$ cat src/rtl/result_serializer_if.sv
// Byte-wide valid/ready output bus carrying the serialized result stream.
// The master drives data/valid and the slave answers with ready.
interface result_serializer_if #(
    parameter int OUT_W = 8
);
    logic [OUT_W-1:0] data;
    logic             valid;
    logic             ready;

    modport master (output data, output valid, input ready);
    modport slave  (input data, input valid, output ready);
endinterface

$ cat src/rtl/result_serializer.sv
// Captures the 3x3 result matrix and streams it element by element, LSB byte first,
// over a valid/ready bus; raises done after the last byte until enable drops.
module result_serializer #(
    parameter int N_ELEM = 9,
    parameter int ELEM_W = 18,
    parameter int OUT_W  = 8
) (
    input  logic                     clk,
    input  logic                     reset,
    input  logic                     enable,
    input  logic [N_ELEM*ELEM_W-1:0] c_flat,
    result_serializer_if.master      out_if,
    output logic                     done
);
    localparam int BYTES_PER = (ELEM_W + OUT_W - 1) / OUT_W;
    localparam int ECW       = (N_ELEM > 1) ? $clog2(N_ELEM) : 1;
    localparam int BCW       = (BYTES_PER > 1) ? $clog2(BYTES_PER) : 1;
    localparam logic [ECW-1:0] LAST_ELEM = ECW'(N_ELEM - 1);
    localparam logic [BCW-1:0] LAST_BYTE = BCW'(BYTES_PER - 1);

    typedef enum logic [1:0] {
        ST_IDLE = 2'd0,
        ST_SEND = 2'd1,
        ST_DONE = 2'd2
    } state_t;

    state_t                     state_q, state_d;
    logic [ECW-1:0]             elem_cnt_q, elem_cnt_d;
    logic [BCW-1:0]             byte_cnt_q, byte_cnt_d;
    logic [N_ELEM*ELEM_W-1:0]   shadow_q, shadow_d;
    logic [OUT_W-1:0]           out_data_q, out_data_d;
    logic                       out_valid_q, out_valid_d;
    logic                       done_q, done_d;
    logic [ECW-1:0]             elem_nxt_s;
    logic [BCW-1:0]             byte_nxt_s;
    logic                       xfer_s;

    // Byte bsel of element elem, upper bits of the final byte zero-padded.
    function automatic logic [OUT_W-1:0] get_byte(
        input logic [N_ELEM*ELEM_W-1:0] vec,
        input logic [ECW-1:0]           elem,
        input logic [BCW-1:0]           bsel
    );
        logic [ELEM_W-1:0]           e;
        logic [BYTES_PER*OUT_W-1:0]  e_pad;
        logic [OUT_W-1:0]            b;
        e = '0;
        for (int k = 0; k < N_ELEM; k++) begin
            if (elem == ECW'(k)) begin
                e = vec[k*ELEM_W +: ELEM_W];
            end
        end
        e_pad = '0;
        e_pad[ELEM_W-1:0] = e;
        b = '0;
        for (int j = 0; j < BYTES_PER; j++) begin
            if (bsel == BCW'(j)) begin
                b = e_pad[j*OUT_W +: OUT_W];
            end
        end
        return b;
    endfunction

    assign xfer_s = out_valid_q & out_if.ready;

    // Position of the byte that follows the one currently on the bus.
    always_comb begin
        elem_nxt_s = elem_cnt_q;
        byte_nxt_s = byte_cnt_q + 1'b1;
        if (byte_cnt_q == LAST_BYTE) begin
            byte_nxt_s = '0;
            elem_nxt_s = elem_cnt_q + 1'b1;
        end else begin
            elem_nxt_s = elem_cnt_q;
        end
    end

    // Next-state and registered-output computation.
    always_comb begin
        state_d     = state_q;
        elem_cnt_d  = elem_cnt_q;
        byte_cnt_d  = byte_cnt_q;
        shadow_d    = shadow_q;
        out_data_d  = out_data_q;
        out_valid_d = out_valid_q;
        done_d      = done_q;
        case (state_q)
            ST_IDLE: begin
                done_d     = 1'b0;
                elem_cnt_d = '0;
                byte_cnt_d = '0;
                if (enable) begin
                    state_d     = ST_SEND;
                    shadow_d    = c_flat;
                    out_valid_d = 1'b1;
                    out_data_d  = get_byte(c_flat, '0, '0);
                end else begin
                    out_valid_d = 1'b0;
                    out_data_d  = '0;
                end
            end
            ST_SEND: begin
                // Abort wins over a transfer landing on the same edge.
                if (!enable) begin
                    state_d     = ST_IDLE;
                    elem_cnt_d  = '0;
                    byte_cnt_d  = '0;
                    out_valid_d = 1'b0;
                    out_data_d  = '0;
                    done_d      = 1'b0;
                end else if (xfer_s) begin
                    if ((elem_cnt_q == LAST_ELEM) && (byte_cnt_q == LAST_BYTE)) begin
                        state_d     = ST_DONE;
                        elem_cnt_d  = '0;
                        byte_cnt_d  = '0;
                        out_valid_d = 1'b0;
                        out_data_d  = '0;
                        done_d      = 1'b1;
                    end else begin
                        elem_cnt_d = elem_nxt_s;
                        byte_cnt_d = byte_nxt_s;
                        out_data_d = get_byte(shadow_q, elem_nxt_s, byte_nxt_s);
                    end
                end else begin
                    out_valid_d = 1'b1;
                end
            end
            ST_DONE: begin
                out_valid_d = 1'b0;
                out_data_d  = '0;
                if (!enable) begin
                    state_d = ST_IDLE;
                    done_d  = 1'b0;
                end else begin
                    done_d  = 1'b1;
                end
            end
            default: begin
                state_d     = ST_IDLE;
                elem_cnt_d  = '0;
                byte_cnt_d  = '0;
                out_valid_d = 1'b0;
                out_data_d  = '0;
                done_d      = 1'b0;
            end
        endcase
    end

    // State, counter, capture and output registers.
    always_ff @(posedge clk or posedge reset) begin
        if (reset) begin
            state_q     <= ST_IDLE;
            elem_cnt_q  <= '0;
            byte_cnt_q  <= '0;
            shadow_q    <= '0;
            out_data_q  <= '0;
            out_valid_q <= 1'b0;
            done_q      <= 1'b0;
        end else begin
            state_q     <= state_d;
            elem_cnt_q  <= elem_cnt_d;
            byte_cnt_q  <= byte_cnt_d;
            shadow_q    <= shadow_d;
            out_data_q  <= out_data_d;
            out_valid_q <= out_valid_d;
            done_q      <= done_d;
        end
    end

    assign out_if.data  = out_data_q;
    assign out_if.valid = out_valid_q;
    assign done         = done_q;
endmodule

$ cat src/flat_wrapper.sv
// flat-port wrapper written by rule: the top's interface ports become plain ports
module result_serializer_flat 
#(
    parameter int N_ELEM = 9,
    parameter int ELEM_W = 18,
    parameter int OUT_W  = 8
)
  (clk, reset, enable, c_flat, done, out_if_data, out_if_valid, out_if_ready);
  result_serializer_if #(.OUT_W(OUT_W)) out_if_i ();
  input  logic clk;
  input  logic reset;
  input  logic enable;
  input  logic [N_ELEM*ELEM_W-1:0] c_flat;
  output logic done;
  output wire logic [$bits(out_if_i.data)-1:0] out_if_data;
  output wire logic [$bits(out_if_i.valid)-1:0] out_if_valid;
  input wire logic [$bits(out_if_i.ready)-1:0] out_if_ready;
  assign out_if_data = out_if_i.data;
  assign out_if_valid = out_if_i.valid;
  assign out_if_i.ready = out_if_ready;
  result_serializer #(.N_ELEM(N_ELEM), .ELEM_W(ELEM_W), .OUT_W(OUT_W)) u_core (.clk(clk), .reset(reset), .enable(enable), .c_flat(c_flat), .out_if(out_if_i), .done(done));
endmodule
$ cat config.mk
export PLATFORM = sky130hd
export DESIGN_NAME = result_serializer_flat
export DESIGN_NICKNAME = d
export VERILOG_FILES = /design/src/rtl/result_serializer_if.sv /design/src/rtl/result_serializer.sv /design/src/flat_wrapper.sv
export SDC_FILE = /design/constraint.sdc
export NUM_CORES = 1
export LEC_CHECK = 0
export CAP_MARGIN = 20
export CORE_ASPECT_RATIO = 0.7
export CORE_MARGIN = 4
export CORE_UTILIZATION = 52
export CTS_CLUSTER_SIZE = 28
export DETAILED_ROUTE_END_ITERATION = 7
export HOLD_SLACK_MARGIN = 0.02
export PLACE_DENSITY = 0.81
export SKIP_CTS_REPAIR_TIMING = 1
export SYNTH_ARGS = -nofsm -noshare
export SYNTH_HDL_FRONTEND = slang
export SYNTH_SLANG_ARGS = --single-unit
$ cat constraint.sdc
create_clock -name clk -period 7.55 [get_ports clk]
set_input_delay 1.51 -clock clk [delete_from_list [all_inputs] [get_ports clk]]
set_output_delay 1.51 -clock clk [all_outputs]
set_load 0.005 [all_outputs]
# Word-level counts from Yosys, hierarchy flattened
# Cells that the tools add are included.
totals:
  elab_cells: 80
  input_bits: 166
  out_inout_bits: 10
  reg_bits: 180
classes:
  bitwise: 2
  reduce_logical: 8
  n_eq_ne: 19
  addsub: 2
  n_mux: 42
ops:
  columns: ["cell", "n"]
  rows:
  - ["$mux 18", 9]
  - ["$mux 8", 7]
  - ["$mux 2", 9]
  - ["$eq 4x3->1 const B", 4]
  - ["$mux 4", 4]
  - ["$pmux 8 s2", 1]
  - ["$eq 4x2->1 const B", 2]
  - ["$eq 4x4->1 const B", 2]
  - ["$pmux 4 s2", 1]
  - ["$mux 1", 7]
  - ["$eq 2x2->1 const B", 3]
  - ["$ne 3x2->1 const B", 2]
  - ["$pmux 2 s3", 1]
  - ["$reduce_and 2->1", 3]
  - ["$add 4x1->4 const B", 1]
  - ["$eq 2x1->1 const B", 2]
  - ["$eq 4x1->1 const B", 1]
  - ["$logic_not 2->1", 2]
  - ["$logic_not 4->1", 1]
  - ["$ne 2x2->1 const B", 2]
  - ["$ne 4x4->1 const B", 1]
  - ["$pmux 1 s2", 2]
  - ["$pmux 2 s2", 1]
  - ["$reduce_and 4->1", 1]
  - ["4 further kinds", 4]

# Longest topological paths before layout
depth:
  ltp_word: 19
  mapped_depth: 12

# Worst setup path before layout
# Ideal clock, no wire load.
synth_path:
  kind: "input to register"
  from: "input port enable"
  to: "register u_core.out_data_q[1] (netlist: u_core.out_if.data[1])"
  slack_ns: 4.451
  n_path_buf: 1
  stages: 7
  t_required_ns: 7.424
  t_arrival_ns: 2.973
  setup_time_ns: 0.126
  path_cell_list: "nand2_1 -> a21oi_1 -> clkbuf_1 -> nor2_1 -> a21oi_1 -> inv_1 -> o311a_1"
synth_between:
  elab_chain_len: 2
  elab_cells_between_ends: 4
synth_rtl:
  columns: ["element", "line", "text"]
  rows:
  - ["start: declaration", "flat_wrapper.sv:12", "input logic enable;"]
  - ["$mux 8, on equally long branches", "result_serializer.sv:104, result_serializer.sv:92", null]
  - ["$pmux 8 s2", "result_serializer.sv:87", "case (state_q)"]
  - ["end signal: assignment", "result_serializer.sv:164", "out_data_q <= out_data_d;"]
  - ["end: declaration", "result_serializer.sv:31", "logic [OUT_W-1:0] out_data_q, out_data_d;"]
# Several ways; a longest one is shown, not always the timed one.
# A chain may end at the register's enable or synchronous reset.

# Final worst setup path
layout_path:
  from: "register u_core.elem_cnt_q[0]"
  to: "register u_core.out_data_q[2] (netlist: u_core.out_if.data[2])"
layout_between:
  elab_chain_len: 19
  elab_cells_between_ends: 29
layout_rtl:
  columns: ["element", "line", "text"]
  rows:
  - ["start: declaration", "result_serializer.sv:28", "logic [ECW-1:0] elem_cnt_q, elem_cnt_d;"]
  - ["start signal: assignment", "result_serializer.sv:161", "elem_cnt_q <= elem_cnt_d;"]
  - ["$add 4x1->4", "result_serializer.sv:72", "elem_nxt_s = elem_cnt_q + 1'b1;"]
  - ["$mux 4", "result_serializer.sv:70", "if (byte_cnt_q == LAST_BYTE) begin"]
  - ["$logic_not 4->1", "result_serializer.sv:49", "if (elem == ECW'(k)) begin"]
  - ["$mux 18 (9 in series)", "result_serializer.sv:49", null]
  - ["$mux 8 (3 in series)", "result_serializer.sv:57", "if (bsel == BCW'(j)) begin"]
  - ["$mux 8 (*)", "result_serializer.sv:112", "if ((elem_cnt_q == LAST_ELEM) && (byte_cnt_q == LAST_BYTE)) begin"]
  - ["$mux 8 (*)", "result_serializer.sv:111", "end else if (xfer_s) begin"]
  - ["$mux 8 (*)", "result_serializer.sv:104", "if (!enable) begin"]
  - ["$pmux 8 s2 (*)", "result_serializer.sv:87", null]
# Every way passes the cells marked *; elsewhere a longest branch is shown, timed or not. The select of a mux whose other input is x is not followed.

==> run metrics <==
portion of total power attributed to combinational logic 32.2%; Sw Share 39.6%; relative slew slack 40.0%; net switching power 1.59 mW; layout net count roughly 1300; Static Leakage 5.27 nW; Sequential Power Share 44.7%; Data required, critical path about 8000 ps; top fanout value on the critical path 24; slew at the pin closest to its max-slew limit 899 ps; clock insertion delay at the later pin of the skew report about 430 ps; Max stage delay cell, worst path sky130_fd_sc_hd__dfrtp_1; Routed Antenna Nets 0; Min-Delay Path Class reg2reg; drt wl/cell 19.4 um; register area share after synthesis 52.7%; combined buffer and inverter count along the critical path 1; Post-Syn Area per Cell 8.36 um2; Max Cap Violations 0; largest net degree at the start of global routing 116; Max Root-Sink Buffers 2; instance count along the most critical hold path 2; HPWL after detailed placement slightly below 20000 um; setup slack of the most critical reg-to-reg path 3170 ps; DRT Pass-1 Iters 6; power per cell area around 360 mW/mm2; setup repair after global routing missed its margin false; number of antenna violations at the first check in global routing 0; number of antenna diodes 0; count of routing violations after the opening detailed-route iteration approximately 1000; Worst VDD drop 0.000199 V; master cell of the clock root buffer sky130_fd_sc_hd__clkbuf_16; CTS tree done; crit path time final 4380 ps; Placement Cell Area 0.0104 mm2; capture endpoint of the worst hold path u_core.shadow_q[40]$_DFFE_PP0P_; launch point of the worst reg-to-reg path u_core.elem_cnt_q[0]$_DFFE_PP0P_; cell type contributing the most total cell area after synthesis sky130_fd_sc_hd__dfrtp_1; Max Fclk 228 MHz; x dimension of the die roughly 160 um; run status finished, final reports clean; worst endpoint data arrival time between 4000 and 5000 ps; CTS buffer count 17; worst reg-to-reg path cell count 8; post-synth top area share 52.7%; sum of routed wire length over all layers 27200 um; cell count after synthesis about 1000; post-route design area about 0.011 mm2; clock sinks 180; aggregate negative setup slack 0 ps; setup-violating endpoint count in the final report 0; most frequent cells after synthesis sky130_fd_sc_hd__nand2_1 (513), sky130_fd_sc_hd__dfrtp_1 (180), sky130_fd_sc_hd__clkbuf_1 (43); relative contribution of the clock network to total power between 20% and 30%; number of hold-slack violations in the final timing report 0; Starting Density 54.1%; post-synthesis cell area 0.00854 mm2; CP Launch Type flop; clock-pin slew reported for the worst setup and hold paths after clock tree synthesis around 70 ps; Slew Viols, Final 0; # H-tree levels 4; vertical die dimension 115 um; CP delay by family, top simple AND/OR/NAND/NOR gates; critical path class reg2reg; most common flop cell mapped by yosys sky130_fd_sc_hd__dfrtp_1; Placer Congestion 0.954; net count after synthesis 1193; skew final 15.3 ps; IO Pins 176; total die area 0.0186 mm2; number of synthesis warnings 0; ratio of cells with drive above 1 in the final layout 4.92%; number of global-route vias before repair 7831; share of synthesized flip-flops with an asynchronous set or reset 100%; signed area change from the synthesized netlist to the final layout 29.1%; #FFs+latches synth between 150 and 200; main area contributors after synthesis sky130_fd_sc_hd__dfrtp_1 (53%), sky130_fd_sc_hd__nand2_1 (23%), sky130_fd_sc_hd__clkbuf_1 (1.9%); post-DR vias/cell ~5.7; leading cell type by number of instances after synthesis sky130_fd_sc_hd__nand2_1; Final Cycle Share 58.0%; first-pass GRT wire length 43000 um; overflow left after global routing 0; cell-internal power 2.42 mW; number of I/O port buffers approximately 180; DR DRC count 0; Std-Cell Core Area 0.0158 mm2; capture point of the worst reg-to-reg path u_core.out_if.data[2]$_DFFE_PP0P_; startpoint of the lowest-slack hold path u_core.shadow_q[40]$_DFFE_PP0P_; Total GRT Usage 29.8%; detailed-route via count 7994; element type at the critical path end flop; cell-by-cell listing of the critical path clkinv_1, ha_1, nand3b_1, o22ai_2, nand4_1, o21ai_0, a211oi_1, or3_1; maximum cell stage delay along the critical path 770 ps; # rows 38; number of enable-type register cells in the synthesized netlist 0; post-synthesis cell type count 63
cells in the final DEF, fill, tap and decap left out, types with 3 or more instances in the layout:
| master | n |
|---|---|
| sky130_fd_sc_hd__a22o_1 | 4 |
| sky130_fd_sc_hd__or3_1 | 3 |
| sky130_fd_sc_hd__o21ai_0 | 23 |
| sky130_fd_sc_hd__nand2_1 | 512 |
| sky130_fd_sc_hd__nor2_1 | 21 |
| sky130_fd_sc_hd__o221ai_1 | 14 |
| sky130_fd_sc_hd__clkdlybuf4s50_1 | 175 |
| sky130_fd_sc_hd__and2_1 | 3 |
| sky130_fd_sc_hd__a211oi_1 | 5 |
| sky130_fd_sc_hd__nand2b_1 | 4 |
| sky130_fd_sc_hd__clkbuf_16 | 17 |
| sky130_fd_sc_hd__nor3_1 | 5 |
| sky130_fd_sc_hd__inv_8 | 6 |
| sky130_fd_sc_hd__a21boi_0 | 6 |
| sky130_fd_sc_hd__inv_1 | 16 |
| sky130_fd_sc_hd__or2_2 | 5 |
| sky130_fd_sc_hd__a21oi_1 | 22 |
| sky130_fd_sc_hd__buf_4 | 7 |
| sky130_fd_sc_hd__o22ai_1 | 15 |
| sky130_fd_sc_hd__inv_6 | 3 |
| sky130_fd_sc_hd__nand3_1 | 9 |
| sky130_fd_sc_hd__a221oi_1 | 13 |
| sky130_fd_sc_hd__dfrtp_1 | 180 |
| sky130_fd_sc_hd__o2111ai_1 | 4 |
| sky130_fd_sc_hd__o211ai_1 | 12 |
| sky130_fd_sc_hd__nor2b_1 | 5 |
| sky130_fd_sc_hd__a222oi_1 | 12 |
| sky130_fd_sc_hd__a31oi_1 | 4 |
| sky130_fd_sc_hd__ha_1 | 5 |
| sky130_fd_sc_hd__a22oi_1 | 13 |
stage by stage:
step	setup WS (ps)	hold WS (ps)	total power, mW	utilization, %	instances
after floorplan	1150	438	2.49	-	1022
after global placement	3510	459	3.00	65.8	1366
after detailed placement	3360	463	3.04	65.8	1366
after CTS	3340	481	3.98	69.7	1397
after global routing	2990	496	4.26	69.8	1398
final	3170	480	4.01	69.8	1398
per-layer routing:
metal  vias to the layer above  global-route usage (%)  routed length (um)
met3                        32                    10.5                3090
met4                         0                    6.93                 446
met1                      3811                    43.8               12100
met2                       444                    42.7               11600
met5                         -                       0                   0
li1                       3707                       -                   -
power groups by stage:
stage | Sequential, mW | Combinational, mW | Clock, mW
6_report | 1.79 | 1.29 | 0.925
5_1_grt | 1.82 | 1.47 | 0.971
4_1_cts | 1.77 | 1.28 | 0.930
3_5_place_dp | 1.77 | 1.27 | 0
3_3_place_gp | 1.77 | 1.23 | 0
2_1_floorplan | 1.61 | 0.885 | 0
worst max-delay path by stage:
stage / start / end / cells after the start
final: u_core.elem_cnt_q[0]$_DFFE_PP0P_ / u_core.out_if.data[2]$_DFFE_PP0P_ / 8
after global routing: u_core.elem_cnt_q[0]$_DFFE_PP0P_ / u_core.out_if.data[0]$_DFFE_PP0P_ / 9
after CTS: u_core.elem_cnt_q[0]$_DFFE_PP0P_ / u_core.out_if.data[2]$_DFFE_PP0P_ / 8
after detailed placement: u_core.elem_cnt_q[0]$_DFFE_PP0P_ / u_core.out_if.data[2]$_DFFE_PP0P_ / 8
after global placement: enable / u_core.out_if.data[4]$_DFFE_PP0P_ / 8
after floorplan: reset / u_core.byte_cnt_q[0]$_DFFE_PP0P_ / 1
flip-flops by register name (all words and copies together), names as in the netlist:
| signal | count |
|---|---|
| u_core.elem_cnt_q | 4 |
| u_core.shadow_q | 162 |
| u_core.byte_cnt_q | 2 |
| u_core.out_if.valid | 1 |
| u_core.out_if.data | 8 |
| u_core.done | 1 |
| u_core.state_q | 2 |
tightest hold or removal path, cell delays in order, from the launching register on:
cell and delay [ps]:
sky130_fd_sc_hd__dfrtp_1 340, sky130_fd_sc_hd__nand2_1 50, sky130_fd_sc_hd__nand2_1 60
area by class of cell:
type | instances | area, um2
inverters | 18 | 72.6
clock buffers | 17 | 425
flip-flops and latches | 180 | 4500
fillers | 1259 | 4760
well taps | 220 | 275
repair buffers | 183 | 1830
multi-input cells | 766 | 3730
clock inverters | 14 | 186
cell families (layout without fill, tap and decap cells):
logic type,count (synthesis),after routing,share of synthesized area [%]
compound gates,174,174,15.2
xor+xnor,3,3,0.396
fa+ha+maj,5,5,0.732
buf+inv,76,232,3.79
flops,180,180,52.7
mux,2,2,0.234
simple gates,582,582,26.9
No activity file was read; power rests on OpenSTA's default activity.
